$ cat config.mk
export PLATFORM = sky130hd
export DESIGN_NAME = booth_mult
export DESIGN_NICKNAME = d
export VERILOG_FILES = /design/src/rtl/booth_mult.sv
export SDC_FILE = /design/constraint.sdc
export NUM_CORES = 1
export LEC_CHECK = 0
export BUFFER_PORTS_ARGS = -buffer_cell sky130_fd_sc_hd__buf_2
export CAP_MARGIN = 15
export CORE_MARGIN = 2
export CORE_UTILIZATION = 60
export CTS_BUF_LIST = sky130_fd_sc_hd__clkbuf_2
export DETAILED_ROUTE_END_ITERATION = 12
export PLACE_DENSITY = 0.8
export SKIP_CTS_REPAIR_TIMING = 1
export SYNTH_ARGS = -nofsm -noshare
export SYNTH_HDL_FRONTEND = slang
export SYNTH_SLANG_ARGS = --single-unit
$ cat constraint.sdc
create_clock -name clk -period 8.98 [get_ports clk]
set_input_delay 2.694 -clock clk [delete_from_list [all_inputs] [get_ports clk]]
set_output_delay 2.694 -clock clk [all_outputs]
set_load 0.05 [all_outputs]
$ cat src/rtl/booth_mult.sv
// Sequential radix-2 Booth signed multiplier: one recoding step per clock, 2*WIDTH-bit product on hi/lo.
// Define BOOTH_MULT_UNSIGNED_EN to add the sign_n port (MULTU) with one extra Booth step.
module booth_mult #(
    parameter int WIDTH = 32
) (
    input  logic             clk,
    input  logic             reset,
    input  logic             start,
    input  logic [WIDTH-1:0] A,
    input  logic [WIDTH-1:0] B,
`ifdef BOOTH_MULT_UNSIGNED_EN
    input  logic             sign_n,
`endif
    output logic [WIDTH-1:0] hi,
    output logic [WIDTH-1:0] lo,
    output logic             busy,
    output logic             done
);

    // state   | meaning
    // IDLE    | waiting for start, hi/lo hold the last result
    // RUN     | one Booth step per edge, counter counts down to 1
    // FINISH  | commit hi/lo and pulse done
`ifdef BOOTH_MULT_UNSIGNED_EN
    localparam int OW = WIDTH + 1;
`else
    localparam int OW = WIDTH;
`endif
    localparam int PW = 2 * OW + 1;
    localparam int CW = $clog2(OW + 1);

    localparam logic [1:0] S_IDLE   = 2'd0;
    localparam logic [1:0] S_RUN    = 2'd1;
    localparam logic [1:0] S_FINISH = 2'd2;

    logic [1:0]       state_q, state_d;
    logic [OW-1:0]    m_q, m_d;
    logic [PW-1:0]    p_q, p_d;
    logic [CW-1:0]    cnt_q, cnt_d;
    logic [WIDTH-1:0] hi_q, hi_d;
    logic [WIDTH-1:0] lo_q, lo_d;
    logic             done_q, done_d;

    logic [OW-1:0]    a_ext, b_ext;
    logic [OW:0]      p_top, m_sx, sum;
    logic [PW-1:0]    p_step;

    always_comb begin
        a_ext = A;
        b_ext = B;
`ifdef BOOTH_MULT_UNSIGNED_EN
        a_ext = sign_n ? {1'b0, A} : {A[WIDTH-1], A};
        b_ext = sign_n ? {1'b0, B} : {B[WIDTH-1], B};
`endif
    end

    // The add is one bit wider than the accumulator so M = most-negative value
    // cannot overflow; that extra bit becomes the sign shifted in on the right-shift.
    always_comb begin
        p_top = {p_q[PW-1], p_q[PW-1:OW+1]};
        m_sx  = {m_q[OW-1], m_q};
        case (p_q[1:0])
            2'b01:   sum = p_top + m_sx;
            2'b10:   sum = p_top - m_sx;
            default: sum = p_top;
        endcase
        p_step = {sum, p_q[OW:1]};
    end

    always_comb begin
        state_d = state_q;
        m_d     = m_q;
        p_d     = p_q;
        cnt_d   = cnt_q;
        hi_d    = hi_q;
        lo_d    = lo_q;
        done_d  = 1'b0;
        case (state_q)
            S_RUN: begin
                p_d   = p_step;
                cnt_d = cnt_q - CW'(1);
                if (cnt_q == CW'(1)) state_d = S_FINISH;
            end
            S_FINISH: begin
                hi_d    = p_q[2*WIDTH:WIDTH+1];
                lo_d    = p_q[WIDTH:1];
                done_d  = 1'b1;
                state_d = S_IDLE;
            end
            default: state_d = S_IDLE;
        endcase
        // A start always (re)loads; on the FINISH edge the commit above still happens.
        if (start) begin
            state_d = S_RUN;
            m_d     = a_ext;
            p_d     = {{OW{1'b0}}, b_ext, 1'b0};
            cnt_d   = CW'(OW);
        end
    end

    always_ff @(posedge clk or posedge reset) begin
        if (reset) begin
            state_q <= S_IDLE;
            m_q     <= '0;
            p_q     <= '0;
            cnt_q   <= '0;
            hi_q    <= '0;
            lo_q    <= '0;
            done_q  <= 1'b0;
        end else begin
            state_q <= state_d;
            m_q     <= m_d;
            p_q     <= p_d;
            cnt_q   <= cnt_d;
            hi_q    <= hi_d;
            lo_q    <= lo_d;
            done_q  <= done_d;
        end
    end

    assign hi   = hi_q;
    assign lo   = lo_q;
    assign done = done_q;
    assign busy = (state_q == S_RUN);

endmodule

* Word level (Yosys, flattened, before mapping)
Index checks and enable logic that the tools add are counted.
Storage, ports and cells: bits in registers 170, input port bits 67, output and inout bits 66, logic and storage cells 29
Operators by class: $add $sub $neg 3, equal/unequal tests 6, multiplexer cells 9, reductions and logical operators 3
Operators with widths (count):
- 65-bit two-way mux | 2
- 33-bit one-hot mux with 2 select lines | 1
- 32-bit by 32-bit adder with 33-bit output | 1
- 32-bit by 32-bit subtractor with 33-bit output | 1
- 6-bit two-way mux | 2
- 6-bit by 1-bit equality test with 1-bit output (second input constant) | 1
- 2-bit two-way mux | 3
- 6-bit by 1-bit subtractor with 6-bit output (second input constant) | 1
- 2-bit by 1-bit equality test with 1-bit output (second input constant) | 2
- 2-bit equality test (second input constant) | 2
- 3-bit by 2-bit != test with 1-bit output (second input constant) | 1
- 3-bit nonzero test | 1
- 2-bit AND reduction | 1
- 2-bit nonzero test | 1
- 1-bit two-way mux | 1

* Depth between registers and ports, before layout
Gate-level depths: netlist (run 1).
depth in word-level cells 4, depth in mapped cells 18, mapped depth without buffers 18

* Worst setup path before layout (run 1)
Ideal clock, no wire load.
path kind register to output, from register state_q[1], to output port busy, arrival time 1.668 ns, required time 6.286 ns, slack 4.618 ns, stages on the path, launching flop included 6, path through dfrtp_1 -> nand2b_1 -> clkbuf_1 -> inv_2 -> clkbuf_1 -> clkbuf_1
On the way: cells in the longest elaborated chain, start to end 1
RTL lines:
- from (decl) | line 36 | logic [1:0] state_q, state_d;
- from (signal assigned) | line 111 | state_q <= state_d;
- 2-bit by 1-bit equality test with 1-bit output | line 124 | assign busy = (state_q == S_RUN);
- to (decl) | line 16 | output logic busy,
No other way between the ends.

* Final worst setup path (run 1)
Ends and elaborated chain as after synthesis.

==> out/summary.txt, run 1 <==
Seq/Total Area, Yosys - 46.3%
Clock skew - 0.0482 ns
Synth Area in Adders - 5.26%
Fin Setup TNS - 0 ns
RSZ-0062 raised after global routing - no
Post-Layout Cell Count - 1205
Simple logic cell fraction of the synthesized area - 10.7%
Synth Area in Compound Gates - 14.1%
Gr ovfl total - 0
Initial core utilization - 60.9%
CTS tree - built
Startpoint types - register
Nets@finish - 1108
Static leakage - 5.21 nW
Placeable Area - 15100 um^2
Clock Sinks - 170
Post-Place Cells - 1172
Setup CP Type - register to output port
Cell taking the most area after synthesis - dfrtp_1
Fmax - 0.221 GHz
Initial DRC count - 697
Vias in the first global route - 6650
Post-synthesis mux area share - 14.8%
Io pins - 133
DR vias - 7118
WL final - 20300 um
Hold Fails Final Rpt - 0
Asr flop ratio synth - 100%
Antenna viol nets, final - 0
Power density over the cells - 254 nW/um^2
Full die area - 16300 um^2
Die Ht - 128 um
First-pass GRT wire length - 33500 um
RePlAce Congestion - 0.912
Critical path capture point type - output port
Crit Path Max Fanout - 2
Tmin final - 4.53 ns
Top_reg_cell synth - dfrtp_1
DRC errors left - 0
Area share of the largest cell type after synthesis - 46.3%
Synth-to-Final Area Change - 11.1%
Post-synth top cells - dfrtp_1 (170), mux2_2 (92), nand2_1 (80), o21ai_0 (80), nor2_1 (63)
Die width - 128 um
Synth Net Count - 999
Post-synth EDFFs - 0
Hold WC Path Type - register to register
Initial antenna violation count - 1
Clock transition at path regs - 0.26 ns
Post-synthesis cell area - 9190 um^2
Vias/cell - 5.91
Syn. warnings - 0
Unique cell type count in the Yosys netlist - 52
CTS root buf - clkbuf_2
Gr usage total - 25.8%
Worst setup path startpoint - state_q[1]
Synth Register Bits - 170
Worst reg2reg startpoint - m_q[3]
Status - complete, no violations
Worst EP required - 6.29 ns
Synth Instances - 894
Synth area leaders - dfrtp_1 (46%), mux2_2 (11%), ha_1 (5.0%)
Largest net degree at the start of global routing - 100
Port bufs - 132
Synth Area in XOR/XNOR - 6.20%
Clk Latency, worst-skew pair - 0.82 ns
Top-count cell post-synth - dfrtp_1
Max transition margin - 33.2%
Final setup viols - 0
Initial DRT Pass Iterations - 5
Layout cells sized above 1 - 26.7%
Fin Hold WS - 0.534 ns
Largest family of logic cells by synthesized area - multiplexers
Final max-slew violation count - 0
Hpwl dp - 14400 um
Min-delay src - hi[8]
Period utilization - 50.5%
Average cell area after synthesis - 10.3 um^2
Row Count - 45
Htree depth - 4
Worst-Margin Slew - 1.00 ns
Filler Cell Count - 1192
# Max-Cap Violations - 0
CTS Buf Count - 17
Clock Path Buffers - 2
Arr. time, crit path - 1.84 ns
Worst vdd ir - 0.130 mV
Avg WL per Cell - 16.8 um
-- cell type report --
type / instances / area, um^2 / share of cell area [%]
Sequential cell: 170 / 4250 / 41.7
Clock inverter: 15 / 153 / 1.50
Timing Repair Buffer: 139 / 716 / 7.01
Clock buffer: 17 / 85.1 / 0.833
Multi-Input combinational cell: 658 / 4690 / 46.0
Antenna cell: 1 / 2.50 / 0.0245
Tap cell: 188 / 235 / 2.30
Inverter: 17 / 68.8 / 0.674
-- critical path: stages, from the launching register on --
cell	delay [ns]
dfrtp_1	0.44
nand2b_1	0.24
inv_2	0.09
buf_2	0.26
-- path summary, 6_finish.rpt --
check                          end  slack [ns]  cells after the start
setup / recovery              busy        4.45                      3
hold / removal               hi[8]        0.53                      1
setup reg to reg           p_q[56]        4.85                     17
hold reg to reg              hi[8]        0.53                      1
max in group asynchronous  p_q[32]        5.50                      3
min in group asynchronous   lo[25]        1.96                      2
-- placed cells by master, fill, tap and decap left out, types with 3 or more instances in the layout --
master      n
nor3_1      6
o211a_1     3
nand3b_1    5
a21o_1     20
a211oi_1    9
nand2b_1    3
nand2_1    80
a31oi_1    12
mux2_2     92
o22ai_1     8
o21ai_0    80
xnor2_1    49
clkbuf_2   17
o21ai_1     3
mux2i_1    32
nor4_1      5
inv_1      15
xor2_1     16
and3_1      9
nor2b_1     9
buf_4       8
clkinv_8    4
a21oi_1    61
buf_2     131
nand3_1     7
inv_6       8
ha_1       37
nor2_1     63
nand4_1     9
o211ai_1    9
dfrtp_1   170
-- through the flow --
step | power [mW] | utilization [%] | cell area (um^2) | setup slack, ns
after CTS | 2.58 | 67.6 | 10200 | 4.41
after global placement | 2.15 | 66.1 | 9970 | 4.52
after floorplan | 1.92 | - | 9190 | 1.68
after detailed placement | 2.19 | 66.1 | 9970 | 4.53
after global routing | 2.78 | 67.7 | 10200 | 4.26
final | 2.59 | 67.7 | 10200 | 4.45
-- power by group --
part | total (mW) | internal (mW) | switching [mW]
clock | 0.398 | 0.0890 | 0.309
combinational | 1.17 | 0.497 | 0.676
sequential | 1.02 | 0.882 | 0.139
total | 2.59 | 1.47 | 1.12
-- sequential cells by signal, indices dropped and copies added, names as in the netlist --
signal / flops
cnt_q: 6
done: 1
hi: 32
lo: 32
m_q: 32
p_q: 65
state_q: 2
-- cell families after synthesis --
group / count (synthesis)
adders and majority gates: 38
xor gates and xnor gates: 65
AOI/OAI and AO/OA: 220
muxes: 124
buffers and inverters: 66
and+or+nand+nor: 211
DFF: 170
-- metal layers --
layer  vias up  track usage (%)  part of all wire [%]
met2       246             39.7                    46
met3        30             4.80                   5.6
met1      3442             37.9                    46
li1       3400                -                     -
met4         0             7.18                   1.8
met5         -                0                     0
Note: power is estimated with default switching activity, not from simulation.
==> run 2: changes to the inputs <==
==> constraint.sdc (replaced) <==
create_clock -name clk -period 4.3 [get_ports clk]
set_input_delay 1.29 -clock clk [delete_from_list [all_inputs] [get_ports clk]]
set_output_delay 1.29 -clock clk [all_outputs]
set_load 0.05 [all_outputs]
==> run 2 against run 1 <==
Against the previous run:
- utilization up 0.53 points
- first-iteration DRC count down 33%
- total power up 110%
- sequential share of layout area down 0.32 points
- setup slack worse by 4.0 ns
==> out/summary.txt, run 2 (synthesis gave the netlist of run 1 again) <==
Status - complete, no violations
Worst hold path depth - 1 (unchanged)
Initial DRT Pass Iterations - 6 (+1)
Vias in the first global route - 6676 (+0.39%)
Hold Fails Final Rpt - 0 (unchanged)
Place WS - 0.322 ns (-4.20 ns)
Avg WL per Cell - 16.7 um (-0.57%)
Initial DRC count - 470 (-33%)
Crit Path Max Fanout - 8 (+6)
Final worst slack - 0.490 ns (-3.96 ns)
Seq pwr share - 39.6% (+0.2 points)
Final setup viols - 0 (unchanged)
CTS root buf - clkbuf_2
Max reg flops - 65 (unchanged)
Logic pwr share - 46.3% (+1.1 points)
Nets@finish - 1114 (+0.54%)
Post-Place Cells - 1178 (+0.51%)
Worst vdd ir - 0.330 mV (+150%)
Full die area - 16300 um^2 (unchanged)
Min-delay src - hi[29]
RSZ-0062 raised after global routing - no
R2R Setup Slk - 0.49 ns (-4.36 ns)
Placeable Area - 15100 um^2 (unchanged)
Period utilization - 88.6%
Clock skew - 0.0399 ns (-0.00829 ns)
Fmax - 0.262 GHz
Max transition margin - 33.7% (+0.42 points)
Final max-slew violation count - 0 (unchanged)
Row Count - 45 (unchanged)
Post-Layout Cell Count - 1211 (+0.50%)
Worst-Margin Slew - 0.995 ns (-0.00635 ns)
Port bufs - 132 (unchanged)
Initial core utilization - 60.9% (unchanged)
Largest net degree at the start of global routing - 81 (-19%)
Power density over the cells - 524 nW/um^2 (+110%)
Most common cell after layout, fill and taps aside - dfrtp_1
DR vias - 7103 (-0.21%)
Top reg by flops - p_q
Fin Setup TNS - 0 ns (unchanged)
CTS Buf Count - 17 (unchanged)
Initial antenna violation count - 1 (unchanged)
Hold WC Path Type - register to register
R2R depth - 18 (+1)
Io pins - 133 (unchanged)
Clock network power share - 14.1% (-1.3 points)
Worst EP required - 4.91 ns (-1.38 ns)
Vias/cell - 5.87 (-0.71%)
Clock transition at path regs - 0.23 ns (-0.03 ns)
Clock Sinks - 170 (unchanged)
Critical path capture point type - register
Final core utilization - 68.2% (+0.53 points)
Worst reg2reg startpoint - m_q[3]
P_int - 3.07 mW (+110%)
Filler Cell Count - 1213 (+1.8%)
Hold Path End - hi[29]
Startpoint types - register
Sw Share - 43.1% (-0.25 points)
Tmin final - 3.81 ns
Commonest non-fill, non-tap cells in the layout - dfrtp_1 (170), buf_2 (131), mux2_2 (92)
# Max-Cap Violations - 0 (unchanged)
R2r endpoint - p_q[56]
Setup CP Type - register to register
Clk Latency, worst-skew pair - 0.75 ns (-0.07 ns)
RePlAce Congestion - 0.918 (+0.72%)
NetSw - 2.33 mW (+110%)
DRC errors left - 0 (unchanged)
First-pass GRT wire length - 33300 um (-0.70%)
Gr ovfl total - 0 (unchanged)
Htree depth - 4 (unchanged)
Antenna viol nets, final - 0 (unchanged)
WL final - 20200 um (about the same)
Clock Path Buffers - 2 (unchanged)
CTS tree - built
Gr usage total - 25.5% (-0.36 points)
Layout cells sized above 1 - 27.5% (+0.82 points)
Static leakage - 5.24 nW (+0.57%)
Die Ht - 128 um (unchanged)
Overall power - 5.39 mW (+110%)
Synth-to-Final Area Change - 12.0%
Arr. time, crit path - 4.42 ns (+2.58 ns)
Hpwl dp - 14600 um (+1.3%)
Die width - 128 um (unchanged)
==> run 2: cell count changes in the layout (fill, tap and decap cells not counted), moves of 2 or more <==
cell / delta
buf_4: +3
buf_12: +3
clkinv_4: +5
clkinv_8: -3
nor3_1: -2
inv_6: -6
clkinvlp_4: +3
==> run 2: power groups by stage <==
stage | logic (mW) | clock network [mW] | registers, mW
4_1_cts | 2.46 | 0.778 | 2.12
5_1_grt | 2.79 | 0.844 | 2.17
3_3_place_gp | 2.40 | 0 | 2.14
6_report | 2.50 | 0.762 | 2.14
2_1_floorplan | 1.91 | 0 | 2.10
3_5_place_dp | 2.45 | 0 | 2.15
==> run 2: how the worst max path moves through the flow <==
stage          startpoint       to  cells past startpoint  slack, ns
2_1_floorplan      m_q[3]  p_q[56]                     18       0.64
3_3_place_gp       m_q[3]  p_q[56]                     18       0.48
3_5_place_dp       m_q[3]  p_q[56]                     18       0.32
4_1_cts            m_q[3]  p_q[56]                     18       0.29
5_1_grt            m_q[0]  p_q[63]                     17      0.004
6_report           m_q[3]  p_q[56]                     18       0.49
==> run 2: area by class of cell <==
class / count / area (um^2) / area share [%]
antenna: 1 / 2.50 / 0.0243
clock buffer: 18 / 90.1 / 0.876
clock inverter: 14 / 119 / 1.16
inverter: 17 / 67.6 / 0.657
multi-input combinational: 658 / 4720 / 45.9
sequential: 170 / 4250 / 41.3
tap: 188 / 235 / 2.29
timing repair buffer: 145 / 798 / 7.76
==> run 2: worst max-delay path, stage by stage (launching register included) <==
cell      delay, ns
dfrtp_1        0.47
nor3_2         0.25
nand3_1        0.12
nor3_2         0.17
nand2b_1       0.16
nor2b_2        0.23
a21oi_1        0.11
xnor2_1        0.14
ha_1           0.40
a21o_1         0.21
a31oi_1        0.19
nand3_1        0.10
o31ai_1        0.20
buf_4          0.17
o21ai_1        0.10
a21o_1         0.20
a21oi_1        0.17
xor2_1         0.17
o22ai_1        0.11
==> run 2: metal layers <==
layer  track usage (%)  routed length [um]  vias up
met5                 0                   0        -
met4              6.33                 218        0
met3              5.01                1120       24
met2              39.4                9170      213
met1              37.3                9730     3437
li1                  -                   -     3429
==> run 2: metrics by stage <==
stage                     hold WS (ns)  instance area [um^2]
after floorplan                  0.501                  9190
after global placement           0.484                 10000
after detailed placement         0.491                 10000
after CTS                        0.537                 10300
after global routing             0.549                 10300
final                            0.532                 10300
==> run 3: changes to the inputs <==
--- a/config.mk
+++ b/config.mk
@@ -7,8 +7,10 @@
 export LEC_CHECK = 0
 export BUFFER_PORTS_ARGS = -buffer_cell sky130_fd_sc_hd__buf_2
 export CAP_MARGIN = 15
+export CELL_PAD_IN_SITES_DETAIL_PLACEMENT = 0
+export CELL_PAD_IN_SITES_GLOBAL_PLACEMENT = 1
 export CORE_MARGIN = 2
-export CORE_UTILIZATION = 60
+export CORE_UTILIZATION = 47
 export CTS_BUF_LIST = sky130_fd_sc_hd__clkbuf_2
 export DETAILED_ROUTE_END_ITERATION = 12
 export PLACE_DENSITY = 0.8
==> run 3 against run 2 <==
Against the previous run:
- sequential power is essentially flat
- via count shrank 2.5%
- hold slack gained 0.0096 ns
- combinational power hardly changed
- non-clock buffer count decreased by 2
- utilization decreased by 14 points
- critical path depth unchanged
- die area increased by 27%
- first-iteration DRC count shrank 4.9%
- register-to-register slack lost 0.12 ns
- clock skew down 0.00075 ns
- highest routed layer unchanged
==> out/summary.txt, run 3 (synthesis gave the netlist of run 1 again) <==
Antenna viol nets, final - 0 (unchanged)
Post-Layout Cell Count - 1287 (+6.3%)
Nets@finish - 1112 (-0.18%)
Gr ovfl total - 0 (unchanged)
Max transition margin - 31.7% (-2.0 points)
Static leakage - 5.24 nW (+0.15%)
Hpwl dp - 14900 um (+2.0%)
Min-delay src - lo[30]
Clock Path Buffers - 2 (unchanged)
Status - complete, no violations
Clock skew - 0.0391 ns (-0.000753 ns)
Power density over the cells - 529 nW/um^2 (+0.99%)
Worst hold path depth - 1 (unchanged)
Initial DRT Pass Iterations - 5 (-1)
Final setup viols - 0 (unchanged)
Layout cells sized above 1 - 27.3% (-0.24 points)
Vias in the first global route - 6646 (-0.45%)
Worst vdd ir - 0.214 mV (-35%)
Htree depth - 4 (unchanged)
Full die area - 20700 um^2 (+27%)
Post-Place Cells - 1253 (+6.4%)
# Max-Cap Violations - 0 (unchanged)
Met1 Usage GRT - 32.3% (-5.1 points)
R2r endpoint - p_q[56]
Crit Path Max Fanout - 8 (unchanged)
R2R Setup Slk - 0.37 ns (-0.12 ns)
Clock transition at path regs - 0.29 ns (+0.06 ns)
Gr usage total - 21.2% (-4.3 points)
Worst EP required - 4.99 ns (+0.08 ns)
Clk Latency, worst-skew pair - 0.79 ns (+0.04 ns)
M3 GR Usage - 4.13% (-0.88 points)
CTS Buf Count - 17 (unchanged)
DR vias - 6923 (-2.5%)
Filler Cell Count - 1777 (+46%)
Io pins - 133 (unchanged)
Fmax - 0.254 GHz (-3.1%)
Port bufs - 132 (unchanged)
Largest net degree at the start of global routing - 171 (+110%)
Critical path capture point type - register
RePlAce Congestion - 0.887 (-3.4%)
Initial core utilization - 47.5% (-13 points)
Hold Fails Final Rpt - 0 (unchanged)
Initial DRC count - 447 (-4.9%)
Setup CP Type - register to register
Hold Path End - lo[30]
Top reg by flops - p_q
Synth-to-Final Area Change - 13.0%
Avg WL per Cell - 16.4 um (-2.1%)
Most common cell after layout, fill and taps aside - dfrtp_1
RSZ-0062 raised after global routing - no
Row Count - 51 (+13%)
Vias/cell - 5.38 (-8.3%)
CTS tree - built
Global route hottest layer - met1
Initial antenna violation count - 1 (unchanged)
Max reg flops - 65 (unchanged)
Arr. time, crit path - 4.62 ns (+0.20 ns)
Fin Setup TNS - 0 ns (unchanged)
R2R depth - 18 (unchanged)
CTS root buf - clkbuf_2
Startpoint types - register
Worst-Margin Slew - 1.02 ns (+0.0294 ns)
Worst setup path startpoint - m_q[3]
WL final - 21100 um (+4.0%)
Met2 GRT Util - 30.8% (-8.6 points)
Die Ht - 144 um (+13%)
Die width - 144 um (+13%)
Tmin final - 3.93 ns (+0.122 ns)
First-pass GRT wire length - 34500 um (+3.8%)
Period utilization - 91.4% (+2.8 points)
DRC errors left - 0 (unchanged)
Clock Sinks - 170 (unchanged)
Placeable Area - 19300 um^2 (+28%)
Final max-slew violation count - 0 (unchanged)
Worst reg2reg startpoint - m_q[3]
Hold WC Path Type - register to register
Commonest non-fill, non-tap cells in the layout - dfrtp_1 (170), buf_2 (131), mux2_2 (92)
[run 3: cell types whose count changed in the layout (fill, tap and decap cells not counted), moves of 2 or more]
cell        before  now
nor3_1           4    6
clkinvlp_4       4    1
inv_8            1    4
inv_6            2    4
clkinv_1         2    0
clkinv_4         5    3
clkinv_8         1    4
[run 3: layout make-up]
cell class                      instances  area [um^2]  share of cell area (%)
Antenna cell                            2         5.00                  0.0482
Clock buffer                           17         85.1                   0.819
Sequential cell                       170         4250                    41.0
Multi-Input combinational cell        658         4700                    45.2
Clock inverter                         15          171                    1.65
Inverter                               17         67.6                   0.651
Tap cell                              265          332                    3.19
Timing Repair Buffer                  143          771                    7.42
[run 3: worst max-delay path by stage]
stage / endpoint / slack, ns / cells past startpoint
3_3_place_gp: p_q[63] / 0.41 / 17
2_1_floorplan: p_q[56] / 0.64 / 18
5_1_grt: p_q[56] / 0.02 / 18
6_report: p_q[56] / 0.37 / 18
4_1_cts: p_q[56] / 0.25 / 18
3_5_place_dp: p_q[56] / 0.28 / 18
[run 3: metal layers]
layer | vias to the layer above | part of all wire [%]
met5 | - | 0
met4 | 0 | 1.3
met3 | 19 | 4.7
met2 | 157 | 43
met1 | 3325 | 51
li1 | 3422 | -
[run 3: through the flow]
step	utilization (%)	hold WS (ns)	worst slack (ns)	total power [mW]	cell area, um^2
global route	53.7	0.560	0.0163	5.95	10400
floorplan	-	0.501	0.645	4.01	9190
global placement	52.3	0.484	0.412	4.60	10100
finish	53.7	0.542	0.369	5.50	10400
detailed placement	52.3	0.491	0.282	4.62	10100
CTS	53.7	0.546	0.250	5.52	10400
[run 3: worst max-delay path, stage by stage, from the launching register on]
cell and delay [ns]:
dfrtp_1 0.48, nor3_1 0.32, nand3_1 0.11, nor3_1 0.20
nand2b_1 0.18, nor2b_2 0.24, a21oi_1 0.11, xnor2_1 0.15
ha_1 0.39, a21o_1 0.21, a31oi_1 0.19, nand3_1 0.10
o31ai_1 0.26, buf_4 0.19, o21ai_1 0.10, a21o_1 0.21
a21oi_1 0.16, xor2_1 0.16, o22ai_1 0.09
[run 3: report_power, final]
part | leakage (nW) | internal, mW | total [mW] | switching, mW
combinational | 2.88 | 1.05 | 2.48 | 1.42
clock | 0.153 | 0.201 | 0.894 | 0.693
sequential | 2.21 | 1.84 | 2.12 | 0.280
